==> src/rtl/seg7_pkg.sv <==
// Shared definitions for the seven-segment receive path.
//   SEG_BLANK     : all-segments-off pattern (active-low, gfedcba).
//   seg_encode()  : hex nibble -> active-low gfedcba pattern, the same
//                   table the display driver uses.
//   scan_state_e  : capture FSM states of seg7_scan_decoder.
package seg7_pkg;

  localparam logic [6:0] SEG_BLANK = 7'h7F;

  typedef enum logic [1:0] {
    ST_IDLE   = 2'd0,
    ST_SETTLE = 2'd1,
    ST_HELD   = 2'd2
  } scan_state_e;

  function automatic logic [6:0] seg_encode(input logic [3:0] nib);
    logic [6:0] seg;
    case (nib)
      4'h0:    seg = 7'h40;
      4'h1:    seg = 7'h79;
      4'h2:    seg = 7'h24;
      4'h3:    seg = 7'h30;
      4'h4:    seg = 7'h19;
      4'h5:    seg = 7'h12;
      4'h6:    seg = 7'h02;
      4'h7:    seg = 7'h78;
      4'h8:    seg = 7'h00;
      4'h9:    seg = 7'h10;
      4'hA:    seg = 7'h08;
      4'hB:    seg = 7'h03;
      4'hC:    seg = 7'h46;
      4'hD:    seg = 7'h21;
      4'hE:    seg = 7'h06;
      default: seg = 7'h0E;
    endcase
    return seg;
  endfunction

endpackage

==> src/rtl/seg7_pattern_decode.sv <==
// Combinational inverse of the hex-to-segment table.
//   pat_i    in  7  active-low segment pattern, gfedcba (bit 6 = g)
//   legal_o  out 1  pattern is one of the 16 hex codes
//   blank_o  out 1  pattern is the all-off blank code
//   nibble_o out 4  decoded hex value (0 when not legal)
module seg7_pattern_decode
  import seg7_pkg::*;
(
  input  logic [6:0] pat_i,
  output logic       legal_o,
  output logic       blank_o,
  output logic [3:0] nibble_o
);

  always_comb begin
    legal_o  = 1'b0;
    nibble_o = 4'h0;
    // Table codes are unique, so at most one entry can match.
    for (int k = 0; k < 16; k++) begin
      if (pat_i == seg_encode(4'(k))) begin
        legal_o  = 1'b1;
        nibble_o = 4'(k);
      end
    end
    blank_o = (pat_i == SEG_BLANK);
  end

endmodule

==> src/rtl/seg7_scan_decoder.sv <==
// Receive-side monitor for the multiplexed seven-segment bus. Samples the
// active-low anode/segment lines, waits for each digit's pattern to stay
// unchanged for STABLE_CYCLES samples, decodes it and rebuilds the word.
//   clk          in  1         system clock
//   rst_n        in  1         asynchronous active-low reset
//   clear        in  1         synchronous clear, beats capture
//   an           in  DIGITS    anode enables, active-low
//   a2g          in  7         segments, active-low, gfedcba
//   value        out 4*DIGITS  decoded word, nibble i = digit i
//   digit_valid  out DIGITS    digit i holds a decoded hex pattern
//   frame_valid  out 1         pulse: every digit captured since last pulse
//   bad_pattern  out 1         sticky: settled pattern matched no code
module seg7_scan_decoder
  import seg7_pkg::*;
#(
  parameter int DIGITS        = 8,
  parameter int STABLE_CYCLES = 4
) (
  input  logic                  clk,
  input  logic                  rst_n,
  input  logic                  clear,
  input  logic [DIGITS-1:0]     an,
  input  logic [6:0]            a2g,
  output logic [4*DIGITS-1:0]   value,
  output logic [DIGITS-1:0]     digit_valid,
  output logic                  frame_valid,
  output logic                  bad_pattern
);

  localparam int              CNT_W    = $clog2(STABLE_CYCLES + 1);
  localparam logic [CNT_W-1:0] CNT_MAX  = '1;
  localparam logic [CNT_W-1:0] CNT_ONE  = CNT_W'(1);
  localparam logic [CNT_W-1:0] CNT_LAST = CNT_W'(STABLE_CYCLES - 1);

  function automatic logic [CNT_W-1:0] sat_inc(input logic [CNT_W-1:0] c);
    return (c == CNT_MAX) ? c : c + CNT_ONE;
  endfunction

  // Sample stage plus a copy of the previous sample for change detection.
  logic [DIGITS-1:0]   an_q, last_an_q;
  logic [6:0]          a2g_q, last_a2g_q;

  scan_state_e         state_q, state_d;
  logic [CNT_W-1:0]    cnt_q, cnt_d;
  logic                capture;

  logic [4*DIGITS-1:0] value_q, value_d;
  logic [DIGITS-1:0]   dv_q, dv_d;
  logic [DIGITS-1:0]   seen_q, seen_d;
  logic                fv_q, fv_d;
  logic                bad_q, bad_d;

  logic [DIGITS-1:0]   sel;
  logic                selecting;
  logic                changed;
  logic                pat_legal, pat_blank;
  logic [3:0]          pat_nib;

  seg7_pattern_decode u_dec (
    .pat_i    (a2g_q),
    .legal_o  (pat_legal),
    .blank_o  (pat_blank),
    .nibble_o (pat_nib)
  );

  // A selection is exactly one low anode; sel is then one-hot.
  assign sel       = ~an_q;
  assign selecting = (sel != '0) && ((sel & (sel - DIGITS'(1))) == '0);
  assign changed   = ({an_q, a2g_q} != {last_an_q, last_a2g_q});

  always_ff @(posedge clk or negedge rst_n) begin
    if (!rst_n) begin
      an_q       <= '1;
      a2g_q      <= SEG_BLANK;
      last_an_q  <= '1;
      last_a2g_q <= SEG_BLANK;
    end else if (clear) begin
      an_q       <= '1;
      a2g_q      <= SEG_BLANK;
      last_an_q  <= '1;
      last_a2g_q <= SEG_BLANK;
    end else begin
      an_q       <= an;
      a2g_q      <= a2g;
      last_an_q  <= an_q;
      last_a2g_q <= a2g_q;
    end
  end

  // cnt_q counts how many times the current sample has been seen in a row;
  // capture fires on the edge where that count reaches STABLE_CYCLES.
  always_comb begin
    state_d = state_q;
    cnt_d   = cnt_q;
    capture = 1'b0;
    case (state_q)
      ST_IDLE: begin
        if (selecting) begin
          state_d = ST_SETTLE;
          cnt_d   = CNT_ONE;
        end
      end
      ST_SETTLE: begin
        if (changed || !selecting) begin
          state_d = selecting ? ST_SETTLE : ST_IDLE;
          cnt_d   = selecting ? CNT_ONE : '0;
        end else if (cnt_q >= CNT_LAST) begin
          capture = 1'b1;
          state_d = ST_HELD;
          cnt_d   = sat_inc(cnt_q);
        end else begin
          cnt_d   = sat_inc(cnt_q);
        end
      end
      ST_HELD: begin
        if (changed || !selecting) begin
          state_d = selecting ? ST_SETTLE : ST_IDLE;
          cnt_d   = selecting ? CNT_ONE : '0;
        end
      end
      default: begin
        state_d = ST_IDLE;
        cnt_d   = '0;
      end
    endcase
    if (clear) begin
      state_d = ST_IDLE;
      cnt_d   = '0;
      capture = 1'b0;
    end
  end

  always_ff @(posedge clk or negedge rst_n) begin
    if (!rst_n) begin
      state_q <= ST_IDLE;
      cnt_q   <= '0;
    end else begin
      state_q <= state_d;
      cnt_q   <= cnt_d;
    end
  end

  // Output update. A full seen mask produces the frame pulse and is
  // emptied in the same cycle; a capture on that cycle starts the new frame.
  always_comb begin
    value_d = value_q;
    dv_d    = dv_q;
    bad_d   = bad_q;
    fv_d    = &seen_q;
    seen_d  = (&seen_q) ? '0 : seen_q;
    if (capture) begin
      if (pat_legal) begin
        for (int i = 0; i < DIGITS; i++) begin
          if (sel[i]) begin
            value_d[4*i +: 4] = pat_nib;
            dv_d[i]           = 1'b1;
            seen_d[i]         = 1'b1;
          end
        end
      end else if (pat_blank) begin
        for (int i = 0; i < DIGITS; i++) begin
          if (sel[i]) begin
            dv_d[i]   = 1'b0;
            seen_d[i] = 1'b1;
          end
        end
      end else begin
        bad_d = 1'b1;
      end
    end
    if (clear) begin
      value_d = '0;
      dv_d    = '0;
      seen_d  = '0;
      fv_d    = 1'b0;
      bad_d   = 1'b0;
    end
  end

  always_ff @(posedge clk or negedge rst_n) begin
    if (!rst_n) begin
      value_q <= '0;
      dv_q    <= '0;
      seen_q  <= '0;
      fv_q    <= 1'b0;
      bad_q   <= 1'b0;
    end else begin
      value_q <= value_d;
      dv_q    <= dv_d;
      seen_q  <= seen_d;
      fv_q    <= fv_d;
      bad_q   <= bad_d;
    end
  end

  assign value       = value_q;
  assign digit_valid = dv_q;
  assign frame_valid = fv_q;
  assign bad_pattern = bad_q;

endmodule

==> config.mk <==
export PLATFORM = sky130hd
export DESIGN_NAME = seg7_scan_decoder
export DESIGN_NICKNAME = d
export VERILOG_FILES = /design/src/rtl/seg7_pkg.sv /design/src/rtl/seg7_pattern_decode.sv /design/src/rtl/seg7_scan_decoder.sv
export SDC_FILE = /design/constraint.sdc
export NUM_CORES = 1
export LEC_CHECK = 0
export BUFFER_PORTS_ARGS = -buffer_cell sky130_fd_sc_hd__buf_2
export CELL_PAD_IN_SITES_DETAIL_PLACEMENT = 1
export CELL_PAD_IN_SITES_GLOBAL_PLACEMENT = 2
export CORE_ASPECT_RATIO = 0.5
export CORE_MARGIN = 2
export CORE_UTILIZATION = 37
export CTS_CLUSTER_SIZE = 12
export DETAILED_ROUTE_END_ITERATION = 8
export PLACE_DENSITY_LB_ADDON = 0.1
export SLEW_MARGIN = 20
export SYNTH_ARGS = -nofsm -noshare
export SYNTH_HDL_FRONTEND = slang
export SYNTH_SLANG_ARGS = --single-unit
==> constraint.sdc <==
create_clock -name clk -period 3.3 [get_ports clk]
set_clock_uncertainty 0.15 [all_clocks]
set_input_delay 0.165 -clock clk [delete_from_list [all_inputs] [get_ports clk]]
set_output_delay 0.165 -clock clk [all_outputs]
set_load 0.02 [all_outputs]
### Word-level counts from Yosys, hierarchy flattened

Cells that the tools add are included.
Widths: inputs -> output; s select.

| word-level totals | value |
|---|---|
| register bits after elaboration | 85 |
| latch bits | 0 |
| RAM bits | 0 |
| bits in read-only memories | 0 |
| output and inout bits | 42 |
| memories kept | 0 |

| operators by class | value |
|---|---|
| add/subtract/negate cells | 2 |
| multipliers | 0 |
| div/mod/pow operators | 0 |
| $lt $le $gt $ge | 1 |
| eq/ne operators | 42 |
| shift-type cells | 0 |
| multiplexer cells | 102 |
| bitwise operators | 2 |
| reductions and logical operators | 38 |

Operator list:

| kind | count |
|---|---|
| $mux 32 | 3 |
| $mux 8 | 11 |
| $mux 4 | 16 |
| $ne 3x3->1 const B | 18 |
| $mux 1 | 52 |
| $eq 7x7->1 const B | 5 |
| $reduce_and 3->1 | 11 |
| $reduce_and 4->1 | 8 |
| $mux 3 | 9 |
| $eq 7x5->1 const B | 3 |
| $eq 7x6->1 const B | 3 |
| $reduce_bool 2->1 | 10 |
| $ne 15x15->1 | 1 |
| $eq 7x2->1 const B | 2 |
| $eq 7x4->1 const B | 2 |
| $mux 2 | 7 |
| $mux 7 | 2 |
| $pmux 3 s3 | 1 |
| $and 8x8->8 | 1 |
| $logic_not 8->1 | 1 |
| $ne 4x4->1 const B | 2 |
| $not 8->8 | 1 |
| $reduce_and 8->1 | 1 |
| $reduce_bool 8->1 | 1 |
| 15 further kinds | 16 |

### Longest topological paths before layout

Gate-level depths: netlist of run 1.

| logic depth | value |
|---|---|
| word-level depth | 20 |
| gate-level depth with buffers | 9 |
| depth with buffers taken out | 7 |

### Cells and area by module

A second synthesis of run 1 with hierarchy kept.

| second synthesis, totals | value |
|---|---|
| cell total of the unflattened synthesis | 382 |
| area, all modules | 4127.7 µm² |

Modules (own cells, without submodules):

| module | instances | cells each | area an instance (µm²) | seq. area each (µm²) |
|---|---|---|---|---|
| seg7_scan_decoder | 1 | 328 | 3757.4 | 2164.6 |
| seg7_pattern_decode | 1 | 54 | 370.4 | 0.0 |

### Worst setup path after synthesis of run 1

Ideal clock, no wire load.

| timing | value |
|---|---|
| path type | register -> register |
| start | reg an_q[2] |
| end | reg value_q[13] (netlist: value[13]) |
| arrival | 2.286 ns |
| data required time | 3.029 ns |
| setup slack | 0.743 ns |
| stages on the path, launching flop included | 9 |
| path buffers | 2 |
| period minus slack after synthesis | 2.557 ns |
| cells stage by stage | dfstp_2 -> buf_2 -> and4_4 -> mux2_4 -> a31oi_2 -> nand3_2 -> buf_6 -> a211o_1 -> a22o_1 |

| between the ends | value |
|---|---|
| word-level cells in the longest chain between the ends | 12 |

RTL lines:

| item | line | text |
|---|---|---|
| start, declared | seg7_scan_decoder.sv:40 | `logic [DIGITS-1:0] an_q, last_an_q;` |
| start signal, assigned | seg7_scan_decoder.sv:83 | `an_q <= an;` |
| $not 8->8 | seg7_scan_decoder.sv:67 | `assign sel = ~an_q;` |
| $sub 8x1->8 | seg7_scan_decoder.sv:68 | `assign selecting = (sel != '0) && ((sel & (sel - DIGITS'(1))) == '0);` |
| $and 8x8->8 | seg7_scan_decoder.sv:68 |  |
| $logic_not 8->1 | seg7_scan_decoder.sv:68 |  |
| $logic_and 1x1->1 | seg7_scan_decoder.sv:68 |  |
| $logic_not 1->1 | seg7_scan_decoder.sv:104 | `if (changed \|\| !selecting) begin` |
| $logic_or 1x1->1 * | seg7_scan_decoder.sv:104 |  |
| $mux 1 * | seg7_scan_decoder.sv:104 |  |
| $mux 1 * | seg7_scan_decoder.sv:96 | `case (state_q)` |
| $mux 1 * | seg7_scan_decoder.sv:126 | `if (clear) begin` |
| $reduce_bool 2->1 (no source line) * | - |  |
| $reduce_and 3->1 (no source line) * | - |  |
| end signal, assigned | seg7_scan_decoder.sv:188 | `value_q <= value_d;` |
| end, declared | seg7_scan_decoder.sv:47 | `logic [4*DIGITS-1:0] value_q, value_d;` |

Every way passes the cells marked *; elsewhere a longest branch is shown, timed or not.
A chain may end at the register's enable or synchronous reset.

### Worst setup path in the final report of run 1

| timing | value |
|---|---|
| start | reg an_q[3] |
| end | reg value_q[0] (netlist: value[0]) |

Same word-level chain as after synthesis.

==> summary.json, run 1 <==
{
  "drtPass1Iterations": {"value": 4},
  "synth_xor_xnor_area_share": {"value": 3.34, "unit": "%"},
  "cts-htree-levels": {"value": 3},
  "final.period_utilization": {"value": 88.6, "unit": "%"},
  "mean_instance_size_in_the_synthesized_netlist": {"value": 10.6, "unit": "um^2"},
  "power.leakage": {"value": 2.35, "unit": "nW"},
  "grt_usage": {"value": 21.9, "unit": "%"},
  "core_region_area": {"value": 11000, "unit": "um^2"},
  "drv.max_cap_violation_count": {"value": 0},
  "grt_first_pass_wirelength": {"value": 20400, "unit": "um"},
  "net-switching-power": {"value": 0.557, "unit": "mW"},
  "finalSetupTns": {"value": 0, "unit": "ps"},
  "setup_viol_count_final": {"value": 0},
  "antenna-diode-count": {"value": 0},
  "clk_sinks": {"value": 85},
  "power.share.switching": {"value": 23.5, "unit": "%"},
  "globalRouteOverflowTotal": {"value": 0},
  "ys_dominant_reg_cell": {"value": "sky130_fd_sc_hd__dfrtp_1"},
  "synth.cell_area": {"value": 4190, "unit": "um^2"},
  "num_rows": {"value": 27},
  "antenna_found_initial": {"value": 0},
  "post_synth_num_cell_types": {"value": 53},
  "postLayoutSetupSlackWorst": {"value": 377, "unit": "ps"},
  "r2r_slack": {"value": 380, "unit": "ps"},
  "post-synth-top-area-cell": {"value": "sky130_fd_sc_hd__dfrtp_1"},
  "setup_repair_after_global_routing_missed_its_margin": {"value": "no"},
  "dieWidth": {"value": 155, "unit": "um"},
  "vias": {"value": 3357},
  "post_route_cells_drive_above_1_share": {"value": 32.8, "unit": "%"},
  "start_util": {"value": 38.1, "unit": "%"},
  "yosys-mux-area-fraction": {"value": 3.01, "unit": "%"},
  "first_global_vias": {"value": 3552},
  "synth_compound_gate_area_share": {"value": 15.3, "unit": "%"},
  "fin_crit": {"value": 2920, "unit": "ps"},
  "syn_to_final_growth": {"value": 21.2, "unit": "%"},
  "synth_seq_cells": {"value": 85},
  "number_of_max_slew_violations_in_the_final_report": {"value": 0},
  "min-delay-path-class": {"value": "input pin to flip-flop"},
  "largest_family_of_logic_cells_by_synthesized_area": {"value": "simple AND/OR/NAND/NOR gates"},
  "max_slew.worst_pin.slew": {"value": 948, "unit": "ps"},
  "required": {"value": 3410, "unit": "ps"},
  "synthCells": {"value": 395},
  "share_of_synthesized_area_occupied_by_flip_flops_and_latches": {"value": 51.6, "unit": "%"},
  "avgRoutedWirePerCell": {"value": 20.7, "unit": "um"},
  "remaining_drc_errors": {"value": 0},
  "synth_area_leaders": {"value": "sky130_fd_sc_hd__dfrtp_1 (33%), sky130_fd_sc_hd__dfstp_2 (19%), sky130_fd_sc_hd__nor2b_1 (4.5%)"},
  "vdd_drop_max": {"value": 0.000270, "unit": "V"},
  "synth_edf_count": {"value": 0},
  "synth-async-reset-ratio": {"value": 100, "unit": "%"},
  "internal_power": {"value": 1.81, "unit": "mW"},
  "detail_route.iter0.violations": {"value": 207},
  "ys_warn_count": {"value": 0},
  "clock_power_share": {"value": 45.6, "unit": "%"},
  "routed_via_density": {"value": 5.49},
  "height_of_the_chip": {"value": 79.3, "unit": "um"},
  "power_density": {"value": 467, "unit": "nW/um^2"},
  "synth_simple_gate_area_share": {"value": 21.7, "unit": "%"},
  "fmax": {"value": 0.342, "unit": "GHz"},
  "synth.top_cell.area_share": {"value": 32.8, "unit": "%"},
  "worstPathMaxFanout": {"value": 33},
  "yosys-top-cells-count": {"value": "sky130_fd_sc_hd__dfrtp_1 (55), sky130_fd_sc_hd__dfstp_2 (30), sky130_fd_sc_hd__nor2b_1 (30), sky130_fd_sc_hd__or2_2 (30)"},
  "hold_violations": {"value": 0},
  "ant_nets": {"value": 0},
  "post_place_cells": {"value": 579},
  "cts-resized-gates": {"value": 0},
  "preCtsSetupSlack": {"value": 423, "unit": "ps"},
  "post-dp-hpwl": {"value": 8600, "unit": "um"},
  "io_buffer_count": {"value": 59},
  "power.share.sequential": {"value": 47.3, "unit": "%"},
  "crit_path_start_kind": {"value": "flip-flop"},
  "post-route-util": {"value": 46.1, "unit": "%"},
  "layout.cells.non_filler": {"value": 611},
  "outcome": {"value": "finished clean"},
  "cts_tree": {"value": "done"},
  "cts_inserted_buffers": {"value": 9},
  "grt_max_degree": {"value": 77},
  "boundaryPins": {"value": 60},
  "fin_nets": {"value": 482},
  "sort_of_element_at_the_end_of_the_critical_path": {"value": "flip-flop"},
  "synth_fa_ha_area_share": {"value": 1.13, "unit": "%"},
  "arrival": {"value": 3030, "unit": "ps"},
  "part_of_the_total_power_dissipated_in_combinational_logic": {"value": 7.1, "unit": "%"},
  "max-clock-path-buffers": {"value": 2},
  "clk_transition_reported_paths": {"value": 70, "unit": "ps"},
  "p_total": {"value": 2.37, "unit": "mW"},
  "post-synth-top-count-cell": {"value": "sky130_fd_sc_hd__dfrtp_1"},
  "syn-num-nets": {"value": 416},
  "cts_root_buffer": {"value": "sky130_fd_sc_hd__clkbuf_16"},
  "design.die.area": {"value": 12200, "unit": "um^2"},
  "crit_type": {"value": "flip-flop to flip-flop"},
  "wl": {"value": 12600, "unit": "um"},
  "max_slew_margin": {"value": 36.4, "unit": "%"},
  "weighted_congestion_reported_at_the_end_of_routability_driven_placement": {"value": 0.804},
  "worst_skew_pair.late_latency": {"value": 330, "unit": "ps"}
}
layout by cell type, fill, tap and decap left out, types with 10 or more instances in the layout:
master,netlist,final
sky130_fd_sc_hd__xnor2_1,15,15
sky130_fd_sc_hd__buf_4,0,11
sky130_fd_sc_hd__nor3_1,17,17
sky130_fd_sc_hd__buf_2,10,58
sky130_fd_sc_hd__a22o_1,17,17
sky130_fd_sc_hd__dfstp_2,30,30
sky130_fd_sc_hd__nor2b_1,30,30
sky130_fd_sc_hd__nand2_1,18,18
sky130_fd_sc_hd__nor2_1,16,16
sky130_fd_sc_hd__o31ai_1,16,16
sky130_fd_sc_hd__dfrtp_1,55,55
sky130_fd_sc_hd__mux2i_1,10,10
sky130_fd_sc_hd__or2_2,30,30
sky130_fd_sc_hd__dlygate4sd3_1,0,16
sky130_fd_sc_hd__a21oi_1,15,15
final timing paths:
kind                                      endpoint           startpoint  depth (start not counted)
hold reg to reg                seen_q[2]$_DFF_PN0_  seen_q[2]$_DFF_PN0_                          2
hold / removal             last_a2g_q[0]$_DFF_PN1_                clear                          3
setup reg to reg              value[0]$_DFFE_PN0P_    an_q[3]$_DFF_PN1_                          8
max in group asynchronous   last_an_q[0]$_DFF_PN1_                rst_n                          3
min in group asynchronous    value[13]$_DFFE_PN0P_                rst_n                          2
setup / recovery              value[0]$_DFFE_PN0P_    an_q[3]$_DFF_PN1_                          8
sequential cells by signal (all words and copies together) (netlist names), 2 cells and up:
| register | count |
|---|---|
| seen_q | 8 |
| state_q | 2 |
| last_an_q | 8 |
| value | 32 |
| an_q | 8 |
| a2g_q | 7 |
| digit_valid | 8 |
| cnt_q | 3 |
| last_a2g_q | 7 |
final cells by class:
class                      count  area [um^2]
fill                        1220         5930
sequential                    85         2160
multi-input combinational    274         1860
timing repair buffer          85          533
clock buffer                  12          236
tap                          145          181
clock inverter                 4         76.3
inverter                       6         22.5
per-stage QoR:
| step | hold slack, ps | cell area, um^2 |
|---|---|---|
| CTS | 85.9 | 5080 |
| finish | 102 | 5080 |
| global route | 94.2 | 5080 |
| detailed placement | 54.1 | 4610 |
| floorplan | -281 | 4190 |
| global placement | 33.8 | 4610 |
power by group through the flow:
stage          Combinational (mW)  Sequential, mW  Clock [mW]
4_1_cts                     0.170            1.12        1.11
2_1_floorplan               0.118            1.10           0
5_1_grt                     0.187            1.12        1.15
6_report                    0.168            1.12        1.08
3_5_place_dp                0.154            1.14           0
3_3_place_gp                0.148            1.14           0
routing by layer:
layer,vias to the layer above,part of all wire (%),track usage (%)
met5,-,0,0
met4,0,0.45,4.54
met3,6,4.1,5.29
met2,72,45,33.6
met1,1745,50,31.6
li1,1534,-,-
what timing repair did:
item / CTS / global route
setup buffers: 0 / 0
hold buffers: 16 / 0
hold endpoints to repair: 46 / 0
logic make-up (layout without fill, tap and decap cells):
kind of cell    Yosys count  count (layout)
buf+inv                  36             107
flops                    85              85
fa+ha+maj                 4               4
xor+xnor                 16              16
compound gates           86              86
mux                      12              12
simple gates            156             156
critical path: stages (launching register included):
cell and delay, ps:
sky130_fd_sc_hd__dfstp_2 660, sky130_fd_sc_hd__and4_4 280, sky130_fd_sc_hd__mux2_4 310, sky130_fd_sc_hd__a31oi_2 320, sky130_fd_sc_hd__nand3_2 100, sky130_fd_sc_hd__buf_4 260, sky130_fd_sc_hd__a211oi_1 390, sky130_fd_sc_hd__buf_4 200
sky130_fd_sc_hd__mux2i_1 170
No activity file was read; power rests on OpenSTA's default activity.
==> inputs of run 2 (changes only) <==
CORE_UTILIZATION = 38   (was 37)
CTS_BUF_LIST = sky130_fd_sc_hd__clkbuf_4   (was unset)
GPL_TIMING_DRIVEN = 0   (was unset)
==> run 2 against run 1 <==
Against the previous run:
- non-clock buffer count up 22
- largest power group unchanged
- flip-flop and latch count unchanged
- global-route usage barely moved
- total power fell by 16%
- sequential share of layout area grew 0.43 points
- final cell count increased by 3.6%
- hold slack lost 61 ps
- critical path depth up 1
- fmax is 5.7% lower
- combinational power increased by 26%
==> summary.json, run 2 (same netlist as run 1, synthesis figures left out) <==
{
  "crit_path_start_kind": {"value": "flip-flop"},
  "max-clock-path-buffers": {"value": 2, "change": "unchanged"},
  "finalSetupTns": {"value": 0, "unit": "ps", "change": "unchanged"},
  "setup_viol_count_final": {"value": 0, "change": "unchanged"},
  "cpMaxStageDelayCell": {"value": "sky130_fd_sc_hd__dfstp_2"},
  "number_of_max_slew_violations_in_the_final_report": {"value": 0, "change": "unchanged"},
  "layout.cells.non_filler": {"value": 633, "change": "+3.6%"},
  "first_global_vias": {"value": 3620, "change": "+1.9%"},
  "grt_max_degree": {"value": 51, "change": "-34%"},
  "boundaryPins": {"value": 60, "change": "unchanged"},
  "fin_nets": {"value": 504, "change": "+4.6%"},
  "detail_route.iter0.violations": {"value": 197, "change": "-4.8%"},
  "finish.instance_area": {"value": 5030, "unit": "um^2", "change": "-1.0%"},
  "most_common_cell_after_layout_fill_and_taps_aside": {"value": "sky130_fd_sc_hd__buf_2"},
  "height_of_the_chip": {"value": 78.3, "unit": "um", "change": "-1.3%"},
  "final.period_utilization": {"value": 93.9, "unit": "%", "change": "+5.3 points"},
  "timing.rr.start": {"value": "an_q[1]$_DFF_PN1_"},
  "clk_sinks": {"value": 85, "change": "unchanged"},
  "routed_via_density": {"value": 5.41, "change": "-1.5%"},
  "cts_tree": {"value": "done"},
  "arrival": {"value": 3280, "unit": "ps", "change": "+250 ps"},
  "cts_root_buffer": {"value": "sky130_fd_sc_hd__clkbuf_4"},
  "core_region_area": {"value": 10900, "unit": "um^2", "change": "-1.2%"},
  "num_rows": {"value": 27, "change": "unchanged"},
  "globalRouteOverflowTotal": {"value": 0, "change": "unchanged"},
  "max_slew.worst_pin.slew": {"value": 876, "unit": "ps", "change": "-71.4 ps"},
  "antenna-diode-count": {"value": 0, "change": "unchanged"},
  "dieWidth": {"value": 153, "unit": "um", "change": "-1.3%"},
  "post-dp-hpwl": {"value": 8800, "unit": "um", "change": "+2.4%"},
  "p_total": {"value": 1.98, "unit": "mW", "change": "-16%"},
  "power_density": {"value": 394, "unit": "nW/um^2", "change": "-16%"},
  "cts_inserted_buffers": {"value": 9, "change": "unchanged"},
  "outcome": {"value": "finished clean"},
  "drv.max_cap_violation_count": {"value": 0, "change": "unchanged"},
  "sort_of_element_at_the_end_of_the_critical_path": {"value": "flip-flop"},
  "wl": {"value": 12400, "unit": "um", "change": "-2.1%"},
  "post_place_cells": {"value": 600, "change": "+3.6%"},
  "top_library_cells_by_usage_in_the_layout_fill_and_taps_aside": {"value": "sky130_fd_sc_hd__buf_2 (68), sky130_fd_sc_hd__dfrtp_1 (55), sky130_fd_sc_hd__or2_2 (30), sky130_fd_sc_hd__nor2b_1 (30), sky130_fd_sc_hd__dfstp_2 (30)"},
  "r2r_slack": {"value": 200, "unit": "ps", "change": "-180 ps"},
  "post-route-util": {"value": 46.2, "unit": "%", "change": "+0.10 points"},
  "syn_to_final_growth": {"value": 19.9, "unit": "%"},
  "drtPass1Iterations": {"value": 4, "change": "unchanged"},
  "hold_violations": {"value": 0, "change": "unchanged"},
  "vdd_drop_max": {"value": 0.000185, "unit": "V", "change": "-31%"},
  "power.leakage": {"value": 2.32, "unit": "nW", "change": "-1.3%"},
  "remaining_drc_errors": {"value": 0, "change": "unchanged"},
  "grt_first_pass_wirelength": {"value": 20100, "unit": "um", "change": "-1.8%"},
  "preCtsSetupSlack": {"value": 245, "unit": "ps", "change": "-179 ps"},
  "worst_skew_pair.late_latency": {"value": 450, "unit": "ps", "change": "+120 ps"},
  "vias": {"value": 3424, "change": "+2.0%"},
  "setup_repair_after_global_routing_missed_its_margin": {"value": "no"},
  "cp_cell_instances": {"value": "buf_2, and4_4, mux2_4, a31oi_2, nand3_2, buf_6, clkbuf_1, o31ai_1, a21oi_1"},
  "postLayoutSetupSlackWorst": {"value": 201, "unit": "ps", "change": "-176 ps"},
  "grt_usage": {"value": 21.9, "unit": "%", "change": "about the same"},
  "crit_type": {"value": "flip-flop to flip-flop"},
  "largest_register_ffs": {"value": 32, "change": "unchanged"},
  "fin_worst_hold_slack": {"value": 41.1, "unit": "ps", "change": "-60.6 ps"},
  "worstPathMaxFanout": {"value": 10, "change": "-70%"},
  "weighted_congestion_reported_at_the_end_of_routability_driven_placement": {"value": 0.853, "change": "+6.1%"},
  "io_buffer_count": {"value": 59, "change": "unchanged"},
  "fin_crit": {"value": 3100, "unit": "ps", "change": "+176 ps"},
  "ant_nets": {"value": 0, "change": "unchanged"},
  "required": {"value": 3480, "unit": "ps", "change": "+70 ps"},
  "r2r.worst_path.cells": {"value": 9, "change": "+1"},
  "avgRoutedWirePerCell": {"value": 19.5, "unit": "um", "change": "-5.5%"},
  "cpPeakStageDelay": {"value": 530, "unit": "ps", "change": "-130 ps"},
  "antenna_found_initial": {"value": 0, "change": "unchanged"},
  "fmax": {"value": 0.323, "unit": "GHz", "change": "-5.7%"},
  "cts-resized-gates": {"value": 0, "change": "unchanged"},
  "post_route_cells_drive_above_1_share": {"value": 32.4, "unit": "%", "change": "-0.46 points"},
  "design.die.area": {"value": 11900, "unit": "um^2", "change": "-2.5%"},
  "r2r-end": {"value": "digit_valid[2]$_DFFE_PN0P_"},
  "min-delay-path-class": {"value": "input pin to async pin"},
  "start_util": {"value": 38.5, "unit": "%", "change": "+0.47 points"},
  "max_slew_margin": {"value": 41.3, "unit": "%", "change": "+4.9 points"},
  "placement.cell_area": {"value": 4700, "unit": "um^2", "change": "+2.0%"},
  "cts-htree-levels": {"value": 3, "change": "unchanged"},
  "clk_transition_reported_paths": {"value": 140, "unit": "ps", "change": "+70 ps"}
}
run 2: cell types whose count changed in the layout (fill, tap and decap cells not counted), sizes merged:
cell	before	now
clkbuf	12	29
buf	69	72
clkinv	1	2
dlygate4sd3	16	17
run 2: worst max-delay path: cells and delay by family, from the launching register on:
family | cells | cell delay (ps)
DFF | 1 | 530
muxes | 1 | 310
and+or+nand+nor | 2 | 560
buffers and inverters | 3 | 770
AOI/OAI and AO/OA | 3 | 660
run 2: final cells by class:
| class | instances | area, um^2 |
|---|---|---|
| flip-flops and latches | 85 | 2160 |
| multi-input cells | 274 | 1860 |
| plain buffers | 30 | 140 |
| repair buffers | 77 | 495 |
| well taps | 145 | 181 |
| clock buffers | 11 | 82.6 |
| clock inverters | 5 | 76.3 |
| fillers | 1236 | 5850 |
| inverters | 6 | 22.5 |
run 2: repair_timing:
action                                 in CTS  in global routing
endpoints found under the hold margin      92                  0
setup buffers                               0                  0
hold buffers                               17                  0
run 2: power by group:
group          internal (mW)  switching (mW)  total, mW
Combinational         0.0829           0.128      0.211
Sequential              1.07          0.0155       1.09
Clock                  0.321           0.362      0.683
run 2: how the worst max path moves through the flow:
stage / start / to / slack [ps] / cells past startpoint
2_1_floorplan: an_q[2]$_DFF_PN1_ / value[13]$_DFFE_PN0P_ / 740 / 8
3_3_place_gp: an_q[1]$_DFF_PN1_ / digit_valid[2]$_DFFE_PN0P_ / 290 / 9
3_5_place_dp: an_q[1]$_DFF_PN1_ / digit_valid[2]$_DFFE_PN0P_ / 240 / 9
4_1_cts: an_q[1]$_DFF_PN1_ / digit_valid[0]$_DFFE_PN0P_ / 250 / 9
5_1_grt: an_q[0]$_DFF_PN1_ / digit_valid[0]$_DFFE_PN0P_ / 80 / 9
6_report: an_q[1]$_DFF_PN1_ / digit_valid[2]$_DFFE_PN0P_ / 200 / 9
run 2: routing by layer:
layer  track usage [%]  share of wire [%]  up-vias
li1                  -                  -     1579
met1              30.5                 50     1769
met3              4.91                3.4       10
met5                 0                  0        -
met2              35.5                 46       66
met4              4.26               0.84        0
==> inputs of run 3 (changes only) <==
PLACE_DENSITY = 0.86   (was unset)
PLACE_DENSITY_LB_ADDON = unset   (was 0.1)
==> run 3 against run 2 <==
Against the previous run:
- total power down 3.3%
- via count decreased by 2.3%
- fmax is 1.0% higher
- register-to-register slack better by 30 ps
- global-route usage is 1.4 points lower
- die area unchanged
- wire length shrank 5.8%
- non-clock buffer count is 2 higher
- critical path type unchanged
- largest cell class unchanged
==> summary.json, run 3 (same netlist as run 1, synthesis figures left out) <==
{
  "post_route_cells_drive_above_1_share": {"value": 32.2, "unit": "%", "change": "-0.13 points"},
  "grt_first_pass_wirelength": {"value": 19100, "unit": "um", "change": "-4.7%"},
  "post-route-util": {"value": 46.2, "unit": "%", "change": "about the same"},
  "largest_register_ffs": {"value": 32, "change": "unchanged"},
  "post-dp-hpwl": {"value": 8200, "unit": "um", "change": "-6.8%"},
  "crit_path_start_kind": {"value": "flip-flop"},
  "timing.rr.start": {"value": "an_q[1]$_DFF_PN1_"},
  "outcome": {"value": "finished clean"},
  "drtPass1Iterations": {"value": 4, "change": "unchanged"},
  "clk_transition_reported_paths": {"value": 150, "unit": "ps", "change": "about the same"},
  "grt_max_degree": {"value": 58, "change": "+14%"},
  "p_total": {"value": 1.92, "unit": "mW", "change": "-3.3%"},
  "power_density": {"value": 382, "unit": "nW/um^2", "change": "-3.2%"},
  "crit_type": {"value": "flip-flop to flip-flop"},
  "antenna_found_initial": {"value": 0, "change": "unchanged"},
  "max_slew.worst_pin.slew": {"value": 1110, "unit": "ps", "change": "+230 ps"},
  "wl": {"value": 11600, "unit": "um", "change": "-5.8%"},
  "arrival": {"value": 3240, "unit": "ps", "change": "-40 ps"},
  "finalSetupTns": {"value": 0, "unit": "ps", "change": "unchanged"},
  "post-cts-setup-buffer-count": {"value": 0, "change": "unchanged"},
  "r2r-end": {"value": "digit_valid[2]$_DFFE_PN0P_"},
  "syn_to_final_growth": {"value": 19.9, "unit": "%", "change": "about the same"},
  "avgRoutedWirePerCell": {"value": 18.3, "unit": "um", "change": "-6.1%"},
  "vias": {"value": 3346, "change": "-2.3%"},
  "boundaryPins": {"value": 60, "change": "unchanged"},
  "r2r_slack": {"value": 230, "unit": "ps", "change": "+30 ps"},
  "cts_tree": {"value": "done"},
  "clk_sinks": {"value": 85, "change": "unchanged"},
  "cts_root_buffer": {"value": "sky130_fd_sc_hd__clkbuf_4"},
  "number_of_max_slew_violations_in_the_final_report": {"value": 0, "change": "unchanged"},
  "num_rows": {"value": 27, "change": "unchanged"},
  "endpoint": {"value": "digit_valid[2]$_DFFE_PN0P_"},
  "r2r.worst_path.cells": {"value": 9, "change": "unchanged"},
  "hold_violations": {"value": 0, "change": "unchanged"},
  "worst_skew_pair.late_latency": {"value": 460, "unit": "ps", "change": "about the same"},
  "required": {"value": 3470, "unit": "ps", "change": "about the same"},
  "dieWidth": {"value": 153, "unit": "um", "change": "unchanged"},
  "start_util": {"value": 38.5, "unit": "%", "change": "unchanged"},
  "vdd_drop_max": {"value": 0.000155, "unit": "V", "change": "-16%"},
  "remaining_drc_errors": {"value": 0, "change": "unchanged"},
  "final.period_utilization": {"value": 93.0, "unit": "%", "change": "-0.93 points"},
  "max_slew_margin": {"value": 25.9, "unit": "%", "change": "-15 points"},
  "fin_crit": {"value": 3070, "unit": "ps", "change": "-30.7 ps"},
  "antenna-diode-count": {"value": 0, "change": "unchanged"},
  "fmax": {"value": 0.326, "unit": "GHz", "change": "+1.0%"},
  "cts-resized-gates": {"value": 0, "change": "unchanged"},
  "routed_via_density": {"value": 5.27, "change": "-2.6%"},
  "core_region_area": {"value": 10900, "unit": "um^2", "change": "unchanged"},
  "top_library_cells_by_usage_in_the_layout_fill_and_taps_aside": {"value": "sky130_fd_sc_hd__buf_2 (68), sky130_fd_sc_hd__dfrtp_1 (55), sky130_fd_sc_hd__or2_2 (30), sky130_fd_sc_hd__nor2b_1 (30), sky130_fd_sc_hd__dfstp_2 (30)"},
  "most_common_cell_after_layout_fill_and_taps_aside": {"value": "sky130_fd_sc_hd__buf_2"},
  "cts_hold_repair.buffers": {"value": 19, "change": "+2"},
  "max-clock-path-buffers": {"value": 2, "change": "unchanged"},
  "io_buffer_count": {"value": 59, "change": "unchanged"},
  "cts-htree-levels": {"value": 3, "change": "unchanged"},
  "setup_viol_count_final": {"value": 0, "change": "unchanged"},
  "setup_repair_after_global_routing_missed_its_margin": {"value": "no"},
  "cts_inserted_buffers": {"value": 9, "change": "unchanged"},
  "power.leakage": {"value": 2.31, "unit": "nW", "change": "-0.25%"},
  "globalRouteOverflowTotal": {"value": 0, "change": "unchanged"},
  "grt_usage": {"value": 20.5, "unit": "%", "change": "-1.4 points"},
  "fin_nets": {"value": 506, "change": "+0.40%"},
  "worstPathMaxFanout": {"value": 10, "change": "unchanged"},
  "drv.max_cap_violation_count": {"value": 0, "change": "unchanged"},
  "sort_of_element_at_the_end_of_the_critical_path": {"value": "flip-flop"},
  "first_global_vias": {"value": 3613, "change": "-0.19%"},
  "weighted_congestion_reported_at_the_end_of_routability_driven_placement": {"value": 0.889, "change": "+4.2%"},
  "ant_nets": {"value": 0, "change": "unchanged"},
  "detail_route.iter0.violations": {"value": 194, "change": "-1.5%"},
  "min-delay-path-class": {"value": "input pin to flip-flop"},
  "height_of_the_chip": {"value": 78.3, "unit": "um", "change": "unchanged"},
  "critical_path.startpoint": {"value": "an_q[1]$_DFF_PN1_"},
  "design.die.area": {"value": 11900, "unit": "um^2", "change": "unchanged"},
  "fin_worst_hold_slack": {"value": 255, "unit": "ps", "change": "+214 ps"},
  "layout.filler_cells": {"value": 1248, "change": "+0.97%"}
}
==> run 3: cell types whose count changed in the layout (fill, tap and decap cells not counted) <==
| cell | previous run | this run |
|---|---|---|
| sky130_fd_sc_hd__dlygate4sd3_1 | 17 | 19 |
| sky130_fd_sc_hd__inv_6 | 0 | 1 |
| sky130_fd_sc_hd__clkbuf_4 | 11 | 10 |
| sky130_fd_sc_hd__bufinv_16 | 2 | 1 |
| sky130_fd_sc_hd__clkinvlp_4 | 1 | 2 |
==> run 3: where the power goes <==
group / leakage (nW) / total, mW / internal, mW / switching [mW]
registers: 1.08 / 1.09 / 1.07 / 0.0157
clock network: 0.0704 / 0.620 / 0.238 / 0.382
logic: 1.16 / 0.209 / 0.0846 / 0.124
==> run 3: cell type report <==
class                           instances  area (um^2)  share of cell area, %
Clock buffer                           10         75.1                   1.49
Buffer                                 30          140                   2.79
Inverter                                6         22.5                  0.448
Timing Repair Buffer                   79          515                   10.3
Tap cell                              145          181                   3.61
Multi-Input combinational cell        274         1860                   37.1
Clock inverter                          6         62.6                   1.24
Sequential cell                        85         2160                   43.1
==> run 3: worst min-delay path by stage <==
stage          startpoint                      end  depth (start not counted)  slack [ps]
4_1_cts            a2g[3]       a2g_q[3]$_DFF_PN1_                          3         230
5_1_grt            a2g[3]       a2g_q[3]$_DFF_PN1_                          3         270
6_report           a2g[3]       a2g_q[3]$_DFF_PN1_                          3         260
3_5_place_dp        rst_n    value[16]$_DFFE_PN0P_                          1         -20
2_1_floorplan       rst_n  bad_pattern$_DFFE_PN0P_                          0        -280
3_3_place_gp       a2g[2]       a2g_q[2]$_DFF_PN1_                          2         200
==> run 3: per-stage QoR <==
stage	area [um^2]	std cells	setup slack (ps)
detailed placement	4700	600	263
CTS	5030	635	222
finish	5030	635	232
global placement	4670	599	277
global route	5030	635	37.9
floorplan	4190	395	743
==> run 3: worst max-delay path, cell delays in order, from the launching register on <==
cell,delay (ps)
sky130_fd_sc_hd__dfstp_2,540
sky130_fd_sc_hd__buf_2,240
sky130_fd_sc_hd__xnor2_1,150
sky130_fd_sc_hd__nand4_1,170
sky130_fd_sc_hd__nor4_4,510
sky130_fd_sc_hd__nand3_2,310
sky130_fd_sc_hd__buf_6,230
sky130_fd_sc_hd__clkbuf_1,250
sky130_fd_sc_hd__o31ai_1,260
sky130_fd_sc_hd__a21oi_1,100
==> run 3: metal layers <==
metal / global-route usage [%] / routed length, um
met3: 3.87 / 401
met4: 6.94 / 232
met1: 28.3 / 5740
met5: 0 / 0
met2: 32.8 / 5270
